## src/rtl/uart_pkg.sv

```systemverilog
// Shared state encoding, parity mode constants and the 2-of-3 vote used by the
// oversampled UART receiver.
package uart_pkg;

    typedef enum logic [2:0] {
        IDLE   = 3'd0,
        START  = 3'd1,
        DATA   = 3'd2,
        PARITY = 3'd3,
        STOP   = 3'd4
    } state_t;

    localparam int PAR_NONE = 0;
    localparam int PAR_ODD  = 1;
    localparam int PAR_EVEN = 2;

    function automatic logic majority3(input logic a, input logic b, input logic c);
        return (a & b) | (a & c) | (b & c);
    endfunction

endpackage

```

## src/rtl/uart_bit_sampler.sv

```systemverilog
// Line synchroniser, per-bit baud counter and 3-sample majority around mid-bit.
// bit_val is meaningful only while sample_valid is high.
module uart_bit_sampler
    import uart_pkg::*;
#(
    parameter int CLKS_PER_BIT = 325
) (
    input  logic clk,
    input  logic rst_n,
    input  logic rx_in,
    input  logic cnt_clr,
    input  logic cnt_run,
    output logic rx_s,
    output logic rx_s_d,
    output logic sample_valid,
    output logic bit_val,
    output logic bit_end
);

    localparam int          HALF     = CLKS_PER_BIT / 2;
    localparam logic [15:0] CNT_LAST = 16'(CLKS_PER_BIT - 1);
    localparam logic [15:0] CNT_S0   = 16'(HALF - 1);
    localparam logic [15:0] CNT_S1   = 16'(HALF);
    localparam logic [15:0] CNT_DEC  = 16'(HALF + 1);

    logic        sync1_q, sync1_d;
    logic        sync2_q, sync2_d;
    logic        edge_q, edge_d;
    logic [15:0] cnt_q, cnt_d;
    logic        samp0_q, samp0_d;
    logic        samp1_q, samp1_d;

    always_comb begin
        sync1_d = rx_in;
        sync2_d = sync1_q;
        edge_d  = sync2_q;
        samp0_d = samp0_q;
        samp1_d = samp1_q;

        if (cnt_clr || !cnt_run) begin
            cnt_d = '0;
        end else if (cnt_q == CNT_LAST) begin
            cnt_d = '0;
        end else begin
            cnt_d = cnt_q + 16'd1;
        end

        // The third vote is the live synchronised line at the decision point.
        if (cnt_run && (cnt_q == CNT_S0)) samp0_d = sync2_q;
        if (cnt_run && (cnt_q == CNT_S1)) samp1_d = sync2_q;
    end

    always_ff @(posedge clk or negedge rst_n) begin
        if (!rst_n) begin
            sync1_q <= 1'b1;
            sync2_q <= 1'b1;
            edge_q  <= 1'b1;
            cnt_q   <= '0;
            samp0_q <= 1'b1;
            samp1_q <= 1'b1;
        end else begin
            sync1_q <= sync1_d;
            sync2_q <= sync2_d;
            edge_q  <= edge_d;
            cnt_q   <= cnt_d;
            samp0_q <= samp0_d;
            samp1_q <= samp1_d;
        end
    end

    assign rx_s         = sync2_q;
    assign rx_s_d       = edge_q;
    assign sample_valid = cnt_run && (cnt_q == CNT_DEC);
    assign bit_val      = majority3(samp0_q, samp1_q, sync2_q);
    assign bit_end      = cnt_run && (cnt_q == CNT_LAST);

endmodule

```

## src/rtl/uart_rx_oversampled.sv

```systemverilog
// UART receive front end: start validation, data/parity/stop deserialisation
// and per-frame error flags, emitted at the final stop-bit decision.
module uart_rx_oversampled
    import uart_pkg::*;
#(
    parameter int CLKS_PER_BIT = 325,
    parameter int DATA_BITS    = 8,
    parameter int PARITY_MODE  = 0,
    parameter int STOP_BITS    = 1
) (
    input  logic                 clk,
    input  logic                 rst_n,
    input  logic                 in,
    output logic [DATA_BITS-1:0] rx_data,
    output logic                 rx_valid,
    output logic                 parity_err,
    output logic                 framing_err,
    output logic                 break_det,
    output logic                 busy
);

    if (CLKS_PER_BIT < 8 || CLKS_PER_BIT > 65535) begin : g_bad_clks_per_bit
        $error("uart_rx_oversampled: CLKS_PER_BIT must be 8..65535");
    end
    if (DATA_BITS < 5 || DATA_BITS > 9) begin : g_bad_data_bits
        $error("uart_rx_oversampled: DATA_BITS must be 5..9");
    end
    if (PARITY_MODE < 0 || PARITY_MODE > 2) begin : g_bad_parity_mode
        $error("uart_rx_oversampled: PARITY_MODE must be 0, 1 or 2");
    end
    if (STOP_BITS < 1 || STOP_BITS > 2) begin : g_bad_stop_bits
        $error("uart_rx_oversampled: STOP_BITS must be 1 or 2");
    end

    logic rx_s, rx_s_d, sample_valid, bit_val, bit_end;
    logic cnt_clr, cnt_run;

    state_t               state_q, state_d;
    logic [3:0]           bit_idx_q, bit_idx_d;
    logic                 stop_idx_q, stop_idx_d;
    logic [DATA_BITS-1:0] shift_q, shift_d;
    logic                 par_acc_q, par_acc_d;
    logic                 par_bit_q, par_bit_d;
    logic                 perr_w_q, perr_w_d;
    logic                 ferr_w_q, ferr_w_d;
    logic                 stop_low_q, stop_low_d;
    logic                 wait_high_q, wait_high_d;
    logic [DATA_BITS-1:0] rx_data_q, rx_data_d;
    logic                 rx_valid_q, rx_valid_d;
    logic                 perr_q, perr_d;
    logic                 ferr_q, ferr_d;
    logic                 brk_q, brk_d;
    logic                 busy_q, busy_d;
    logic                 ferr_next, stop_low_next;

    assign cnt_run = (state_q != IDLE);
    assign cnt_clr = (state_q == IDLE) && rx_s_d && !rx_s;

    uart_bit_sampler #(
        .CLKS_PER_BIT(CLKS_PER_BIT)
    ) u_sampler (
        .clk         (clk),
        .rst_n       (rst_n),
        .rx_in       (in),
        .cnt_clr     (cnt_clr),
        .cnt_run     (cnt_run),
        .rx_s        (rx_s),
        .rx_s_d      (rx_s_d),
        .sample_valid(sample_valid),
        .bit_val     (bit_val),
        .bit_end     (bit_end)
    );

    always_comb begin
        state_d       = state_q;
        bit_idx_d     = bit_idx_q;
        stop_idx_d    = stop_idx_q;
        shift_d       = shift_q;
        par_acc_d     = par_acc_q;
        par_bit_d     = par_bit_q;
        perr_w_d      = perr_w_q;
        ferr_w_d      = ferr_w_q;
        stop_low_d    = stop_low_q;
        wait_high_d   = wait_high_q;
        rx_data_d     = rx_data_q;
        rx_valid_d    = 1'b0;
        perr_d        = perr_q;
        ferr_d        = ferr_q;
        brk_d         = brk_q;
        ferr_next     = ferr_w_q | !bit_val;
        stop_low_next = stop_low_q & !bit_val;

        case (state_q)
            IDLE: begin
                // After a break the line is still low; re-arm only once it idles high.
                if (wait_high_q) begin
                    if (rx_s) wait_high_d = 1'b0;
                end else if (rx_s_d && !rx_s) begin
                    state_d    = START;
                    bit_idx_d  = '0;
                    stop_idx_d = 1'b0;
                    shift_d    = '0;
                    par_acc_d  = 1'b0;
                    par_bit_d  = 1'b0;
                    perr_w_d   = 1'b0;
                    ferr_w_d   = 1'b0;
                    stop_low_d = 1'b1;
                end
            end
            START: begin
                if (sample_valid && bit_val) begin
                    state_d = IDLE;
                end else if (bit_end) begin
                    state_d = DATA;
                end
            end
            DATA: begin
                if (sample_valid) begin
                    for (int i = 0; i < DATA_BITS; i++) begin
                        if (bit_idx_q == 4'(i)) shift_d[i] = bit_val;
                    end
                    par_acc_d = par_acc_q ^ bit_val;
                end
                if (bit_end) begin
                    if (bit_idx_q == 4'(DATA_BITS - 1)) begin
                        bit_idx_d = '0;
                        state_d   = (PARITY_MODE != PAR_NONE) ? PARITY : STOP;
                    end else begin
                        bit_idx_d = bit_idx_q + 4'd1;
                    end
                end
            end
            PARITY: begin
                if (sample_valid) begin
                    par_bit_d = bit_val;
                    perr_w_d  = (PARITY_MODE == PAR_ODD) ? !(par_acc_q ^ bit_val)
                                                          : (par_acc_q ^ bit_val);
                end
                if (bit_end) state_d = STOP;
            end
            STOP: begin
                if (sample_valid) begin
                    if (stop_idx_q == 1'(STOP_BITS - 1)) begin
                        // Finish at mid stop bit so a back-to-back start edge is not missed.
                        state_d     = IDLE;
                        rx_valid_d  = 1'b1;
                        rx_data_d   = shift_q;
                        perr_d      = perr_w_q;
                        ferr_d      = ferr_next;
                        brk_d       = (shift_q == '0) && !par_bit_q && stop_low_next;
                        wait_high_d = (shift_q == '0) && !par_bit_q && stop_low_next;
                    end else begin
                        ferr_w_d   = ferr_next;
                        stop_low_d = stop_low_next;
                    end
                end
                if (bit_end) stop_idx_d = 1'b1;
            end
            default: state_d = IDLE;
        endcase

        busy_d = (state_d != IDLE);
    end

    always_ff @(posedge clk or negedge rst_n) begin
        if (!rst_n) begin
            state_q     <= IDLE;
            bit_idx_q   <= '0;
            stop_idx_q  <= 1'b0;
            shift_q     <= '0;
            par_acc_q   <= 1'b0;
            par_bit_q   <= 1'b0;
            perr_w_q    <= 1'b0;
            ferr_w_q    <= 1'b0;
            stop_low_q  <= 1'b0;
            wait_high_q <= 1'b0;
            rx_data_q   <= '0;
            rx_valid_q  <= 1'b0;
            perr_q      <= 1'b0;
            ferr_q      <= 1'b0;
            brk_q       <= 1'b0;
            busy_q      <= 1'b0;
        end else begin
            state_q     <= state_d;
            bit_idx_q   <= bit_idx_d;
            stop_idx_q  <= stop_idx_d;
            shift_q     <= shift_d;
            par_acc_q   <= par_acc_d;
            par_bit_q   <= par_bit_d;
            perr_w_q    <= perr_w_d;
            ferr_w_q    <= ferr_w_d;
            stop_low_q  <= stop_low_d;
            wait_high_q <= wait_high_d;
            rx_data_q   <= rx_data_d;
            rx_valid_q  <= rx_valid_d;
            perr_q      <= perr_d;
            ferr_q      <= ferr_d;
            brk_q       <= brk_d;
            busy_q      <= busy_d;
        end
    end

    assign rx_data     = rx_data_q;
    assign rx_valid    = rx_valid_q;
    assign parity_err  = perr_q;
    assign framing_err = ferr_q;
    assign break_det   = brk_q;
    assign busy        = busy_q;

endmodule

```

## config.mk

```make
export PLATFORM = sky130hd
export DESIGN_NAME = uart_rx_oversampled
export DESIGN_NICKNAME = d
export VERILOG_FILES = /design/src/rtl/uart_pkg.sv /design/src/rtl/uart_bit_sampler.sv /design/src/rtl/uart_rx_oversampled.sv
export SDC_FILE = /design/constraint.sdc
export NUM_CORES = 1
export LEC_CHECK = 0
export CAP_MARGIN = 20
export CORE_UTILIZATION = 45
export DETAILED_ROUTE_END_ITERATION = 8
export SETUP_SLACK_MARGIN = 0.4
export SYNTH_ARGS = -nofsm -noshare
export SYNTH_HDL_FRONTEND = slang
export SYNTH_SLANG_ARGS = --single-unit
```

## constraint.sdc

```tcl
create_clock -name clk -period 5.3 [get_ports clk]
set_input_delay 1.325 -clock clk [delete_from_list [all_inputs] [get_ports clk]]
set_output_delay 1.325 -clock clk [all_outputs]
set_load 0.01 [all_outputs]
```

=== Word-level counts from Yosys, hierarchy flattened ===
Index checks and enable logic that the tools add are counted.

* Eq/ne operators: 32
* Mux-type cells: 54
* Reduce and logical (&&, ||, !) cells: 38
* Add/subtract/negate cells: 2
* Bitwise logic cells: 9

{| class="wikitable"
|+ Operators by type and width
! cell !! count
|-
| $eq A16 B8 Y1 const B || 3
|-
| $reduce_and A5 Y1 || 9
|-
| $mux W16 || 2
|-
| $ne A2 B2 Y1 const B || 16
|-
| $mux W3 || 9
|-
| $mux W1 || 26
|-
| $mux W8 || 3
|-
| $add A16 B1 Y16 const B || 1
|-
| $eq A16 B9 Y1 const B || 1
|-
| $eq A4 B3 Y1 const B || 4
|-
| $mux W4 || 4
|-
| $pmux W8 S2 || 1
|-
| $reduce_and A4 Y1 || 4
|-
| $pmux W3 S5 || 1
|-
| $pmux W1 S2 || 7
|-
| $logic_and A1 B1 Y1 || 10
|-
| $eq A4 B2 Y1 const B || 2
|-
| $logic_not A8 Y1 || 1
|-
| $pmux W4 S2 || 1
|-
| $eq A3 B2 Y1 const B || 2
|-
| $reduce_and A3 Y1 || 2
|-
| $reduce_bool A2 Y1 || 3
|-
| $reduce_bool A3 Y1 || 2
|-
| $add A4 B1 Y4 const B || 1
|-
| 12 further kinds || 20
|}

* Bits in registers: 56
* Output and inout port bits: 13

=== Depth between registers and ports, before layout ===
Gate-level depths: netlist of run 1.

* Depth after elaboration: 9
* Depth in mapped cells: 8
* Gate-level depth less buffers: 7

=== Cells and area by module ===
From an unflattened synthesis of run 1, not the netlist that was laid out.

* Cells, all modules: 273
* Area total of the unflattened synthesis: 2,767.7 um^2

{| class="wikitable"
|+ By module, submodules not included
! module !! area an instance (um^2) !! instances !! cells each !! sequential area each (um^2)
|-
| uart_rx_oversampled || 1,665.3 || 1 || 167 || 875.8
|-
| uart_bit_sampler || 1,102.3 || 1 || 106 || 531.8
|}

=== Worst setup path before layout of run 1 ===
Ideal clock, no wire load.

* Path type: register to register
* Start: reg u_sampler.cnt_q[3]
* End: reg perr_q (netlist: parity_err)
* Data required time: 5.175 ns
* Library setup time: 0.125 ns
* Cell stages (with the launch flop): 8
* Arrival: 2.272 ns
* Path slack: 2.903 ns
* Cell sequence: dfrtp_1 or3_1 or3_1 buf_2 or4_4 buf_6 buf_12 mux2_4

* Longest elaborated chain between the ends: 3

{| class="wikitable"
|+ RTL lines
! what !! line !! source
|-
| start: declaration || uart_bit_sampler.sv:29 || <nowiki>logic [15:0] cnt_q, cnt_d;</nowiki>
|-
| start signal: assignment || uart_bit_sampler.sv:65 || <nowiki>cnt_q <= cnt_d;</nowiki>
|-
| $eq A16 B8 Y1 || uart_bit_sampler.sv:73 || <nowiki>assign sample_valid = cnt_run && (cnt_q == CNT_DEC);</nowiki>
|-
| $logic_and A1 B1 Y1 || uart_bit_sampler.sv:73 ||
|-
| $reduce_and A3 Y1 (no line) || - ||
|-
| end signal: assignment || uart_rx_oversampled.sv:196 || <nowiki>perr_q <= perr_d;</nowiki>
|-
| end: declaration || uart_rx_oversampled.sv:50 || <nowiki>logic perr_q, perr_d;</nowiki>
|}

Every way passes these cells.
A chain may end at the register's enable or synchronous reset.

=== Final worst setup path of run 1 ===
* Start: reg u_sampler.cnt_q[3]
* End: reg u_sampler.cnt_q[14]

* Longest elaborated chain between the ends: 3
* Elaborated cells on any way between the ends: 4
* Those cells by class: add/sub (1); eq/ne (1); mux (2)

{| class="wikitable"
|+ RTL lines
! what !! line !! source
|-
| $add A16 B1 Y16 or $eq A16 B9 Y1 (tied branches) || uart_bit_sampler.sv:45, uart_bit_sampler.sv:42 ||
|-
| $mux W16 (*) || uart_bit_sampler.sv:42 || <nowiki>end else if (cnt_q == CNT_LAST) begin</nowiki>
|-
| $mux W16 (*) || uart_bit_sampler.sv:40 || <nowiki>if (cnt_clr || !cnt_run) begin</nowiki>
|-
| net u_sampler.cnt_d[14] || uart_bit_sampler.sv:29 ||
|}

The timed path passes the listed nets; every way through them passes the cells marked *.

==> impl_results.md, run 1 <==
* Status: finished, violations left
* Failing checks: design-rule violations
* Min-delay worst type: reg -> reg
* Critical path required time at 5470 ps
* Yosys reg bits at 56
* Num Clock Sinks at 56
* Met2 Use GR at 31.37%
* Biggest area consumer among synthesized cells: dfrtp_1
* Final Non-Filler Cells at 343
* Fin nets at 279
* Mapped Nets at 266
* Multi-input gate area at 1241 µm²
* Largest net degree at the start of global routing at 57
* Pwr Density at 297.8 nW/µm²
* Total number of vias at 1868
* Resize count post-CTS at 0
* Final max-slew violation count at 0
* Cell count after synthesis at 255
* Post-synth EDFFs at 0
* CP max FO at 15
* DP HPWL at 3605 µm
* Synth cell types at 44
* Commonest cells in the netlist: dfrtp_1, nor2_1, nand2_1
* 1st-pass router iterations at 6
* # Post-CTS Setup Buffers at 0
* R2r setup slk at 2700 ps
* Root Buffer Master: clkbuf_8
* Post-synth ARST share at 100.0%
* Die ar. at 6406 µm²
* Worst-Skew Late Latency at 310 ps
* Antenna violations before repair at 0
* Die Width at 80.04 µm
* GR Layer Usage met1 at 22.63%
* Worst endpoint data arrival time at 2770 ps
* Starting Density at 46.56%
* N_diodes at 0
* Post-DRT Antenna Nets at 0
* Syn_area_per_cell at 10.75 µm²
* Yosys warns at 0
* Crit start category: flop
* Max Cap Viol at 0
* Die height at 80.04 µm
* Rows at 28
* Sequential share of the synthesized area at 51.37%
* Layout cells sized above 1 at 11.94%
* Max-slew headroom at 28.83%
* GRT Util Overall at 18.61%
* Clk slew on worst S/H paths at 90 ps
* # H-tree levels at 2
* Iter 0 DRT Violations at 83
* Vias per cell at 5.446
* Layout area overhead at 11.32%
* Post-synth top area share at 46.58%
* Peak VDD IR at 0.1760 mV
* Most common cell in the synthesized netlist: dfrtp_1
* Layer with the highest usage: met2
* Drt drc at 1
* Worst slew pin tran at 1068 ps
* Via count of the first global-routing pass at 1885
* Clk_skew at 10.41 ps
* Fmax at 385.0 MHz
* Final min period at 2597 ps
* Hold buffers post-CTS at 0
* Setup Viol. Count Final at 0
* # IOs at 16
* Grt ovf at 0
* RSZ-0062 raised after global routing: false
* Final hold violations at 0
* Register area at 1408 µm²
* Clk buf depth at 2
* Total CTS buffers at 5
* I/O Buffers at 15
* Setup TNS after final layout at 0 ps
* Fill cells at 546
* Drt total wl at 5249 µm
* Ranking of synthesized cells by area: dfrtp_1, dfstp_2, nor2_1
* LEAKAGE at 1.425 nW
* GPL Wtd Cong at 0.7813
* Met3 Use GR at 3.543%
* Crit. End Element: flop
* Cell Area, Synth at 2740 µm²
* Crit Path Category: reg -> reg
* DP Cell Count at 336
* CTS tree: built
* Drt wl/cell at 15.30 µm
* Core area at 5886 µm²
* First-pass GRT wire length at 8990 µm
* Ys flop type: dfrtp_1
* Crit share post-route at 49.01%
-- final cells by class --
class                           instances  share of cell area [%]
Sequential cell                        56                   46.14
Tap cell                               75                   3.076
Clock inverter                          2                   1.969
Multi-Input combinational cell        182                   40.69
Timing Repair Buffer                   16                   5.004
Inverter                                7                  0.8614
Clock buffer                            5                   2.256
-- final timing paths --
path	from	endpoint	depth (start not counted)
worst min register to register	u_sampler.sync1_q$_DFF_PN1_	u_sampler.rx_s$_DFF_PN1_	0
max in group asynchronous	rst_n	u_sampler.cnt_q[8]$_DFF_PN0_	2
min in group asynchronous	rst_n	framing_err$_DFFE_PN0P_	2
worst max-delay path	u_sampler.cnt_q[3]$_DFF_PN0_	u_sampler.cnt_q[14]$_DFF_PN0_	5
worst max register to register	u_sampler.cnt_q[3]$_DFF_PN0_	u_sampler.cnt_q[14]$_DFF_PN0_	5
worst min-delay path	u_sampler.sync1_q$_DFF_PN1_	u_sampler.rx_s$_DFF_PN1_	0
-- sequential cells by signal, summed over array words and instances (netlist names) --
register / flops
u_sampler.sync1_q: 1
u_sampler.cnt_q: 16
state_q: 3
shift_q: 8
stop_low_q: 1
u_sampler.samp0_q: 1
perr_w_q: 1
wait_high_q: 1
busy: 1
break_det: 1
rx_data: 8
u_sampler.samp1_q: 1
stop_idx_q: 1
u_sampler.rx_s: 1
par_bit_q: 1
bit_idx_q: 4
par_acc_q: 1
u_sampler.rx_s_d: 1
ferr_w_q: 1
framing_err: 1
parity_err: 1
rx_valid: 1
-- metal layers --
metal  vias up  wire (µm)
met5         -          0
met4         0        144
met3        11        139
met2        31       2516
met1       919       2449
li1        907          -
-- cells in the final DEF (no fill, tap or decap), types with 6 or more instances in the layout --
| master | n |
|---|---|
| mux2i_1 | 11 |
| mux2_4 | 7 |
| nor2_1 | 30 |
| ha_1 | 8 |
| xor2_1 | 7 |
| and3_1 | 6 |
| clkdlybuf4s50_1 | 14 |
| nand3_1 | 9 |
| xnor2_1 | 9 |
| inv_1 | 7 |
| dfrtp_1 | 51 |
| nor3_1 | 6 |
| nand4_1 | 8 |
| nand2_1 | 29 |
-- critical path, stage by stage (launching register included) --
cell and delay [ps]:
dfrtp_1 430, or3_1 400, or3_1 430, or4_1 600, nand2_1 490, nor2_1 120
-- stage by stage --
stage	instance area [µm²]	setup WS [ps]	utilization, %	hold WS, ps	total power [mW]
3_5_place_dp	2922	2724	49.64	347.3	0.5936
5_1_grt	3050	2520	51.83	363.3	0.9573
2_1_floorplan	2740	2903	-	345.2	0.5630
6_report	3050	2703	51.83	359.9	0.9084
3_3_place_gp	2922	2756	49.64	345.5	0.5946
4_1_cts	3050	2699	51.83	361.6	0.9218
-- kinds of logic (layout without fill, tap and decap cells) --
family	Yosys count	count (layout)	share of synthesized area [%]
compound gates	20	20	5.388
simple gates	115	115	21.23
xor+xnor	16	16	5.114
buf+inv	17	30	3.333
flops	56	56	51.37
fa+ha+maj	8	8	3.653
mux	23	23	9.909
-- power breakdown --
group | switching [mW] | internal [mW]
Sequential | 0.0302 | 0.451
Combinational | 0.0667 | 0.0391
Clock | 0.136 | 0.186
Note: power is estimated with default switching activity, not from simulation.
==> run 2: changes to the inputs <==
- clock period: 5.3 -> 2.6 ns (I/O delays scaled with it)
==> run 2 against run 1 <==
The flow now finishes without violations. Critical endpoint is now parity_err$_DFFE_PN0P_. Sequential power is 100% higher. Largest cell class unchanged. Final area is 8.2% higher. Hold slack worse by 25 ps. Clock power is 75% higher. Clock-buffer cell count rose by 2. Non-clock buffer count grew 16. Die area did not move. Final cell count is 5.2% higher. Combinational power grew to 3.1 times the previous value. First-iteration DRC count decreased by 8.4%. Register-to-register slack lost 2400 ps.
==> impl_results.md, run 2 (synthesized netlist as in run 1, its figures left out) <==
* Root Buffer Master: clkbuf_8
* Starting Density at 46.56%
* Worst-Skew Late Latency at 310 ps
* Worst slew pin tran at 621.9 ps
* Layout cells sized above 1 at 22.03%
* Clk buf depth at 2
* First-pass GRT wire length at 9315 µm
* Crit share post-route at 87.44%
* LEAKAGE at 1.538 nW
* Iter 0 DRT Violations at 76
* Vias per cell at 5.391
* # H-tree levels at 2
* Hold buffers post-CTS at 0
* Core Util, Final at 56.10%
* Die Width at 80.04 µm
* Fin nets at 296
* DP Cell Count at 340
* Fill cells at 510
* Drt drc at 0
* Max-slew headroom at 58.54%
* Total CTS buffers at 5
* DP HPWL at 3575 µm
* Final Non-Filler Cells at 361
* Total number of vias at 1946
* Max Cap Viol at 0
* Final hold violations at 0
* Final min period at 2274 ps
* Min-delay worst type: in -> async
* Drt wl/cell at 15.22 µm
* Pwr Density at 566.7 nW/µm²
* Hold slack at 335.0 ps
* Commonest non-fill, non-tap cell in the layout: dfrtp_1
* Crit start category: flop
* # IOs at 16
* Crit Path Category: reg -> reg
* Worst endpoint data arrival time at 2470 ps
* Num Clock Sinks at 56
* Total power at 1.871 mW
* Die height at 80.04 µm
* N_diodes at 0
* Setup TNS after final layout at 0 ps
* Crit. End Element: flop
* Grt ovf at 0
* GRT Util Overall at 19.26%
* Clk_skew at 21.03 ps
* Largest register FFs at 16
* R2r setup slk at 330 ps
* CTS tree: built
* Largest net degree at the start of global routing at 33
* Critical path required time at 2800 ps
* Drt total wl at 5493 µm
* Setup Viol. Count Final at 0
* Post-DRT Antenna Nets at 0
* Status: completed
* CP max FO at 7
* Most flop-heavy register: u_sampler.cnt_q
* 1st-pass router iterations at 4
* Rows at 28
* Via count of the first global-routing pass at 1926
* Clk slew on worst S/H paths at 90 ps
* Antenna violations before repair at 0
* GPL Wtd Cong at 0.8544
* Most frequent cells in the layout: dfrtp_1, nor2_1, nand2_1, clkdlybuf4s50_1, buf_4
* Layout area overhead at 20.50%
* I/O Buffers at 15
* Peak VDD IR at 0.3594 mV
* Core area at 5886 µm²
* Die ar. at 6406 µm²
* Final max-slew violation count at 0
* Fmax at 439.8 MHz
* RSZ-0062 raised after global routing: true
-- run 2: cell types whose count changed in the layout (fill, tap and decap cells not counted), sizes merged --
| cell | previous run | this run |
|---|---|---|
| bufinv | 2 | 1 |
| buf | 2 | 18 |
| or4 | 3 | 4 |
| clkbuf | 5 | 7 |
-- run 2: final timing paths --
check | start | cells past startpoint | end
setup / recovery | u_sampler.cnt_q[11]$_DFF_PN0_ | 4 | parity_err$_DFFE_PN0P_
hold / removal | rst_n | 1 | parity_err$_DFFE_PN0P_
setup reg to reg | u_sampler.cnt_q[11]$_DFF_PN0_ | 4 | parity_err$_DFFE_PN0P_
hold reg to reg | u_sampler.sync1_q$_DFF_PN1_ | 0 | u_sampler.rx_s$_DFF_PN1_
max in group asynchronous | rst_n | 2 | u_sampler.cnt_q[15]$_DFF_PN0_
min in group clk | u_sampler.sync1_q$_DFF_PN1_ | 0 | u_sampler.rx_s$_DFF_PN1_
-- run 2: final cells by class --
type,count,area [µm²],area share (%)
Timing Repair Buffer,32,292.8,8.867
Inverter,7,26.28,0.7958
Tap cell,75,93.84,2.842
Clock inverter,1,30.03,0.9094
Clock buffer,7,76.32,2.311
Sequential cell,56,1408,42.63
Multi-Input combinational cell,183,1375,41.64
-- run 2: power by group --
| group | total (mW) | internal [mW] | switching, mW |
|---|---|---|---|
| combinational | 0.329 | 0.154 | 0.176 |
| sequential | 0.979 | 0.919 | 0.0602 |
| clock | 0.564 | 0.289 | 0.275 |
-- run 2: stage by stage --
step                instance area [µm²]  worst slack (ps)
global route                       3302             279.9
global placement                   2967             238.9
CTS                                3234             353.1
finish                             3302             326.4
floorplan                          2745             203.1
detailed placement                 2967             132.8
-- run 2: what timing repair did --
item,CTS,global route
resized for setup,15,7
cloned,1,0
buffers inserted,9,3
endpoints found under the setup margin,35,36
pin swaps,9,6
-- run 2: layer usage --
metal  vias to the layer above  track usage (%)  part of all wire (%)  wire, µm
met5                         -                0                     0         0
met4                         0            5.179                  0.91        50
met3                         4            3.429                   3.0       165
met2                        32            32.39                    48      2653
met1                       963            25.49                    48      2624
li1                        947                -                     -         -
-- run 2: worst max-delay path, stage by stage (launching register included) --
cell       delay, ps
dfrtp_1          400
or4_4            550
nand4bb_4        260
or4_4            630
mux2_4           330
